--- src/rtl/trng_pkg.sv ---
// Shared types and default sizing for the TRNG sampling controller.
package trng_pkg;

   // Controller states
   typedef enum logic [2:0] {
      IDLE    = 3'd0,
      WARMUP  = 3'd1,
      COLLECT = 3'd2,
      PRESENT = 3'd3,
      ALARM   = 3'd4
   } ctrl_state_e;

   // Default sizing
   localparam int unsigned DEF_OUT_WIDTH     = 32;
   localparam int unsigned DEF_DIV_WIDTH     = 16;
   localparam int unsigned DEF_WARMUP_CYCLES = 256;
   localparam int unsigned DEF_RCT_CUTOFF    = 32;

endpackage : trng_pkg

--- src/rtl/trng_strobe_gen.sv ---
// Sample-rate prescaler: one-cycle strobe every div+1 cycles while run is set.
// The strobe is registered, so clear/run/div describe the *next* cycle.
module trng_strobe_gen #(
   parameter int unsigned DIV_WIDTH = 16
) (
   input  logic                 clk,
   input  logic                 rst_i,
   input  logic                 clear,
   input  logic                 run,
   input  logic [DIV_WIDTH-1:0] div,
   output logic                 strobe
);

   logic [DIV_WIDTH-1:0] cnt;
   logic [DIV_WIDTH-1:0] cnt_n;

   // Next count: restart on clear or when the period terminal is reached
   always_comb begin
      cnt_n = cnt + DIV_WIDTH'(1);
      if (clear || (cnt >= div)) begin
         cnt_n = '0;
      end
   end

   // Count register and registered strobe for the upcoming cycle
   always_ff @(posedge clk) begin
      if (rst_i) begin
         cnt    <= '0;
         strobe <= 1'b0;
      end else begin
         cnt    <= cnt_n;
         strobe <= run && (cnt_n == div);
      end
   end

endmodule : trng_strobe_gen

--- src/rtl/trng_sample_ctrl.sv ---
// TRNG raw-bit sampling sequencer: warm-up discard, word assembly,
// repetition-count health test and valid/ready word hand-off.
module trng_sample_ctrl
   import trng_pkg::*;
#(
   parameter int unsigned OUT_WIDTH     = DEF_OUT_WIDTH,
   parameter int unsigned DIV_WIDTH     = DEF_DIV_WIDTH,
   parameter int unsigned WARMUP_CYCLES = DEF_WARMUP_CYCLES,
   parameter int unsigned RCT_CUTOFF    = DEF_RCT_CUTOFF
) (
   input  logic                 clk,
   input  logic                 rst_i,
   input  logic                 enable_i,
   input  logic [DIV_WIDTH-1:0] div_i,
   input  logic                 raw_bit_i,
   output logic                 sample_en_o,
   output logic [OUT_WIDTH-1:0] data_o,
   output logic                 valid_o,
   input  logic                 ready_i,
   output logic                 alarm_o,
   output logic                 busy_o
);

   localparam int unsigned WARM_W = $clog2(WARMUP_CYCLES + 1);
   localparam int unsigned CNT_W  = $clog2(OUT_WIDTH + 1);
   localparam int unsigned RUN_W  = $clog2(RCT_CUTOFF + 1);

   ctrl_state_e          state, state_n;
   logic [DIV_WIDTH-1:0] div_q, div_n;
   logic [WARM_W-1:0]    warm_cnt, warm_n, warm_inc;
   logic [CNT_W-1:0]     strb_cnt, strb_n, strb_inc;
   logic [CNT_W-1:0]     cap_cnt, capc_n, capc_inc;
   logic [RUN_W-1:0]     run_cnt, run_n, run_inc, bit_run;
   logic                 prev_bit, prev_n;
   logic                 cap_q, cap_n, cap;
   logic [OUT_WIDTH-1:0] shift, shift_n, shift_in;
   logic [OUT_WIDTH-1:0] data_n;
   logic                 valid_n, alarm_n, busy_n;
   logic                 rct_hit;
   logic                 strobe_clear, strobe_run;

   // Prescaler driving the sampling-register enable
   trng_strobe_gen #(
      .DIV_WIDTH (DIV_WIDTH)
   ) u_strobe (
      .clk    (clk),
      .rst_i  (rst_i),
      .clear  (strobe_clear),
      .run    (strobe_run),
      .div    (div_n),
      .strobe (sample_en_o)
   );

   // Saturating increments and per-capture RCT evaluation
   always_comb begin
      warm_inc = (warm_cnt == WARM_W'(WARMUP_CYCLES)) ? warm_cnt : warm_cnt + WARM_W'(1);
      strb_inc = (strb_cnt == CNT_W'(OUT_WIDTH)) ? strb_cnt : strb_cnt + CNT_W'(1);
      capc_inc = (cap_cnt == CNT_W'(OUT_WIDTH)) ? cap_cnt : cap_cnt + CNT_W'(1);
      run_inc  = (run_cnt == RUN_W'(RCT_CUTOFF)) ? run_cnt : run_cnt + RUN_W'(1);
      // run_cnt==0 means no previous bit in this word yet
      bit_run  = ((run_cnt != '0) && (raw_bit_i == prev_bit)) ? run_inc : RUN_W'(1);
      rct_hit  = (bit_run == RUN_W'(RCT_CUTOFF));
      shift_in = {shift[OUT_WIDTH-2:0], raw_bit_i};
      cap      = cap_q && (state == COLLECT);
   end

   // State register
   always_ff @(posedge clk) begin
      if (rst_i) begin
         state <= IDLE;
      end else begin
         state <= state_n;
      end
   end

   // Next-state and next-value logic
   always_comb begin
      state_n = state;
      div_n   = div_q;
      warm_n  = warm_cnt;
      strb_n  = strb_cnt;
      capc_n  = cap_cnt;
      run_n   = run_cnt;
      prev_n  = prev_bit;
      shift_n = shift;
      data_n  = data_o;
      valid_n = valid_o;
      alarm_n = alarm_o;

      case (state)
         IDLE: begin
            if (enable_i) begin
               div_n   = div_i;
               alarm_n = 1'b0;
               warm_n  = '0;
               state_n = WARMUP;
            end
         end
         WARMUP: begin
            if (!enable_i) begin
               state_n = IDLE;
            end else if (sample_en_o) begin
               warm_n = warm_inc;
               if (warm_inc == WARM_W'(WARMUP_CYCLES)) begin
                  state_n = COLLECT;
               end
            end
         end
         COLLECT: begin
            if (sample_en_o) begin
               strb_n = strb_inc;
            end
            if (cap) begin
               prev_n  = raw_bit_i;
               run_n   = bit_run;
               shift_n = shift_in;
               capc_n  = capc_inc;
            end
            // Health failure outranks both abort and word completion
            if (cap && rct_hit) begin
               alarm_n = 1'b1;
               state_n = ALARM;
            end else if (!enable_i) begin
               state_n = IDLE;
            end else if (cap && (capc_inc == CNT_W'(OUT_WIDTH))) begin
               data_n  = shift_in;
               valid_n = 1'b1;
               state_n = PRESENT;
            end
         end
         PRESENT: begin
            if (valid_o && ready_i) begin
               valid_n = 1'b0;
               state_n = enable_i ? COLLECT : IDLE;
            end
         end
         ALARM: begin
            valid_n = 1'b0;
            alarm_n = 1'b1;
            if (!enable_i) begin
               state_n = IDLE;
            end
         end
         default: begin
            state_n = IDLE;
         end
      endcase

      // Fresh word and fresh run on every COLLECT entry
      if ((state_n == COLLECT) && (state != COLLECT)) begin
         strb_n  = '0;
         capc_n  = '0;
         run_n   = '0;
         shift_n = '0;
      end

      strobe_clear = (state_n != state);
      strobe_run   = (state_n == WARMUP) ||
                     ((state_n == COLLECT) && (strb_n < CNT_W'(OUT_WIDTH)));
      cap_n        = sample_en_o && (state == COLLECT);
      busy_n       = (state_n != IDLE);
   end

   // Datapath, counters and registered outputs
   always_ff @(posedge clk) begin
      if (rst_i) begin
         div_q    <= '0;
         warm_cnt <= '0;
         strb_cnt <= '0;
         cap_cnt  <= '0;
         run_cnt  <= '0;
         prev_bit <= 1'b0;
         cap_q    <= 1'b0;
         shift    <= '0;
         data_o   <= '0;
         valid_o  <= 1'b0;
         alarm_o  <= 1'b0;
         busy_o   <= 1'b0;
      end else begin
         div_q    <= div_n;
         warm_cnt <= warm_n;
         strb_cnt <= strb_n;
         cap_cnt  <= capc_n;
         run_cnt  <= run_n;
         prev_bit <= prev_n;
         cap_q    <= cap_n;
         shift    <= shift_n;
         data_o   <= data_n;
         valid_o  <= valid_n;
         alarm_o  <= alarm_n;
         busy_o   <= busy_n;
      end
   end

endmodule : trng_sample_ctrl

--- config.mk ---
export PLATFORM = sky130hd
export DESIGN_NAME = trng_sample_ctrl
export DESIGN_NICKNAME = d
export VERILOG_FILES = /design/src/rtl/trng_pkg.sv /design/src/rtl/trng_strobe_gen.sv /design/src/rtl/trng_sample_ctrl.sv
export SDC_FILE = /design/constraint.sdc
export NUM_CORES = 1
export LEC_CHECK = 0
export BUFFER_PORTS_ARGS = -buffer_cell sky130_fd_sc_hd__buf_2
export CAP_MARGIN = 20
export CORE_MARGIN = 2
export CORE_UTILIZATION = 50
export DETAILED_ROUTE_END_ITERATION = 6
export PLACE_DENSITY = 0.69
export SLEW_MARGIN = 10
export SYNTH_ARGS = -nofsm -noshare
export SYNTH_HDL_FRONTEND = slang
export SYNTH_SLANG_ARGS = --single-unit
export TNS_END_PERCENT = 1
--- constraint.sdc ---
create_clock -name clk -period 7 [get_ports clk]
set_input_delay 1.4 -clock clk [delete_from_list [all_inputs] [get_ports clk]]
set_output_delay 1.4 -clock clk [all_outputs]
set_load 0.01 [all_outputs]
==> results_dict.tcl <==
set metrics [dict create \
    grt_util_all_layers_pct 21.69 \
    cts.hold.buffers_added 0 \
    p_switching_uw 416.8 \
    fin_ws_ps 1810 \
    required_ps 7320 \
    ioPinCount 57 \
    whs_ps 468.2 \
    totalWireLength_um 14000 \
    endpoint "u_strobe.strobe" \
    clk_latency_ps 420 \
    rr_endpoint "u_strobe.strobe" \
    grt_pass1_vias 4848 \
    nets 842 \
    ir_worst_vdd_mv 0.1756 \
    cts_resized 0 \
    internal_power_mw 1.350 \
    outcome "finished, final reports clean" \
    finalHoldViolCount 0 \
    clock_skew_ps 7.635 \
    reg2reg_slack_ps 2310 \
    post_cts_buffers 0 \
    synth.avg_cell_area_um2 8.315 \
    ant_nets 0 \
    crit_arrival_ps 5510 \
    min_period_ps 5190 \
    portBuffers 56 \
    postPlaceCellArea_um2 6638 \
    fp.coreArea_um2 12110 \
    p_clk_share_pct 51.2 \
    synth.top_cell.area_share_pct 42.05 \
    crit_type "input pin to flip-flop" \
    seqCellArea_um2 2623 \
    first_pass_iters 4 \
    final_area_um2 7271 \
    worstRegToRegCells 18 \
    drc 0 \
    slew_headroom_pct 51.89 \
    ctsHtreeMaxLevel 4 \
    r2r-start "state[0]" \
    fin_crit_sh_pct 74.14 \
    multiInputGateArea_um2 3408 \
    hold_path_class "flip-flop to flip-flop" \
    place_inst 944 \
    cts_sinks 131 \
    slew_violations 0 \
    die-area_um2 13380 \
    async_flop_share_pct 0 \
    utilization_pct 60.03 \
    postSynthCellCount 750 \
    critPathLaunchType "input pin" \
    setup_viol 0 \
    syn_area_um2 6236 \
    synthFlopType "dfxtp_1" \
    synth.most_common_cell "dfxtp_1" \
    via_count 5289 \
    antenna_found_initial 0 \
    synth.yosys.seq_area_share_pct 42.05 \
    rsz0062_at_grt "no" \
    drive_gt1_share_pct 12.98 \
    grt.overflow.total 0 \
    clk_root_buffer_cell "clkbuf_16" \
    fill_cells 1086 \
    p_per_area_nw_per_um2 243.0 \
    ctsLongestPathBuffers 2 \
    dpl_worst_slack_ps 1456 \
    rows 40 \
    cts_buffers 17 \
    wl_per_cell_um 14.33 \
    instances_no_fill 977 \
    tns_ps 0 \
    power_mw 1.767 \
    grt_pass1_wl_um 23260 \
    cts_tree "yes" \
    start_util_pct 51.49 \
    synth_edf_count 0 \
    antenna_cells 0 \
    p_sw_share_pct 23.59 \
    synth_top_cell_by_area "dfxtp_1" \
    p_seq_share_pct 43.0 \
    p_comb_share_pct 5.8 \
    syn2layout_area_growth_pct 16.59 \
    gp_congestion 0.9233 \
    dieHeight_um 115.7 \
    cts.clk_slew.worst_paths_ps 60 \
    viasPerCell 5.414 \
    hpwlAfterDp_um 9461 \
    synth_common_cells "dfxtp_1 (131), nor2_1 (124), nand2_1 (101)" \
    first_iter_violations 302 \
    maxCapViolCount 0 \
    ys_seq_elements 131 \
    netlist-cell-type-count 55 \
    dieWidth_um 115.7 \
    synth.area.top_cells "dfxtp_1 (42%), mux2i_1 (8.2%), nor2_1 (7.5%)" \
    worst_pin_slew_ps 721.7 \
    yosysWarnings 0 \
    syn_nets 796 \
    worstPathMaxFanout 17 \
    crit_path_start "enable_i" \
    timing.fmax_mhz 192.7 \
    end_kind "flip-flop" \
    leakage_nw 3.055 \
    grt_max_degree 66 \
]
==> worst min path at each step <==
| stage | endpoint | slack (ps) | start | cells past startpoint |
|---|---|---|---|---|
| global placement | shift[30] | 450 | shift[30] | 2 |
| detailed placement | shift[28] | 460 | shift[27] | 2 |
| global route | shift[30] | 490 | shift[30] | 2 |
| CTS | shift[28] | 470 | shift[27] | 2 |
| finish | shift[28] | 470 | shift[27] | 2 |
| floorplan | shift[30] | 440 | shift[30] | 2 |
==> cells by family after synthesis <==
| family | after synthesis | share of synthesized area (%) |
|---|---|---|
| AND/OR/NAND/NOR | 323 | 23.25 |
| flip-flops | 131 | 42.05 |
| AO/OA/AOI/OAI | 124 | 12.18 |
| buffers and inverters | 55 | 3.551 |
| multiplexers | 51 | 8.186 |
| XOR/XNOR | 41 | 5.759 |
| adder cells (fa/ha/maj) | 25 | 5.016 |
==> state kept, by name, indices dropped and copies added (netlist names) <==
name	flops
cap_q	1
div_q	16
cap_cnt	6
run_cnt	6
warm_cnt	9
u_strobe.strobe	1
strb_cnt	6
u_strobe.cnt	16
prev_bit	1
valid_o	1
busy_o	1
shift	31
data_o	32
alarm_o	1
state	3
==> cell usage in the layout, fill, tap and decap left out, types with 5 or more instances in the layout <==
| master | netlist | routed |
|---|---|---|
| buf_4 | 2 | 6 |
| nor3_1 | 19 | 19 |
| ha_1 | 25 | 25 |
| buf_2 | 6 | 56 |
| nor2_1 | 124 | 123 |
| o21ai_0 | 17 | 17 |
| xnor2_1 | 20 | 20 |
| a22oi_1 | 5 | 5 |
| a21oi_1 | 57 | 57 |
| and3_1 | 8 | 8 |
| a31oi_1 | 12 | 12 |
| and2_1 | 7 | 7 |
| nand3_1 | 25 | 25 |
| xor2_1 | 21 | 21 |
| a21o_1 | 6 | 6 |
| nand4_1 | 11 | 11 |
| nand2_1 | 101 | 101 |
| inv_1 | 19 | 19 |
| clkbuf_16 | 0 | 17 |
| dfxtp_1 | 131 | 131 |
| mux2i_1 | 51 | 51 |
==> routing by layer <==
metal / part of all wire [%] / routed length [um] / track usage [%] / vias up
met2: 47 / 6591 / 33.96 / 116
met3: 4.4 / 615 / 5.230 / 21
met4: 1.3 / 187 / 7.302 / 0
met1: 47 / 6609 / 29.56 / 2476
li1: - / - / - / 2676
met5: 0 / 0 / 0 / -
==> layout make-up <==
class / instances / area share (%)
Sequential cell: 131 / 36.07
Inverter: 19 / 0.9809
Clock buffer: 20 / 6.419
Tap cell: 168 / 2.891
Multi-Input combinational cell: 564 / 46.88
Clock inverter: 12 / 2.013
Timing Repair Buffer: 63 / 4.750
==> power by group through the flow <==
stage	Sequential [mW]	Clock (mW)	Combinational (mW)
floorplan	0.774	0	0.0722
global placement	0.776	0	0.0975
detailed placement	0.776	0	0.100
CTS	0.759	0.920	0.101
global route	0.760	0.953	0.114
finish	0.759	0.905	0.102
==> critical path: stages <==
cell and delay [ps]:
buf_2 140, nand2_1 140, nor2_2 490, buf_4 330
mux2i_1 470, ha_1 330, nand4_1 130, nor2_1 60
a211o_1 300, a31oi_1 170, o211ai_1 120, nor3b_1 200
mux2i_1 100, buf_4 200, o21bai_1 170, a221oi_1 310
nand4_1 120, nor4_1 310
No activity file was read; power rests on OpenSTA's default activity.
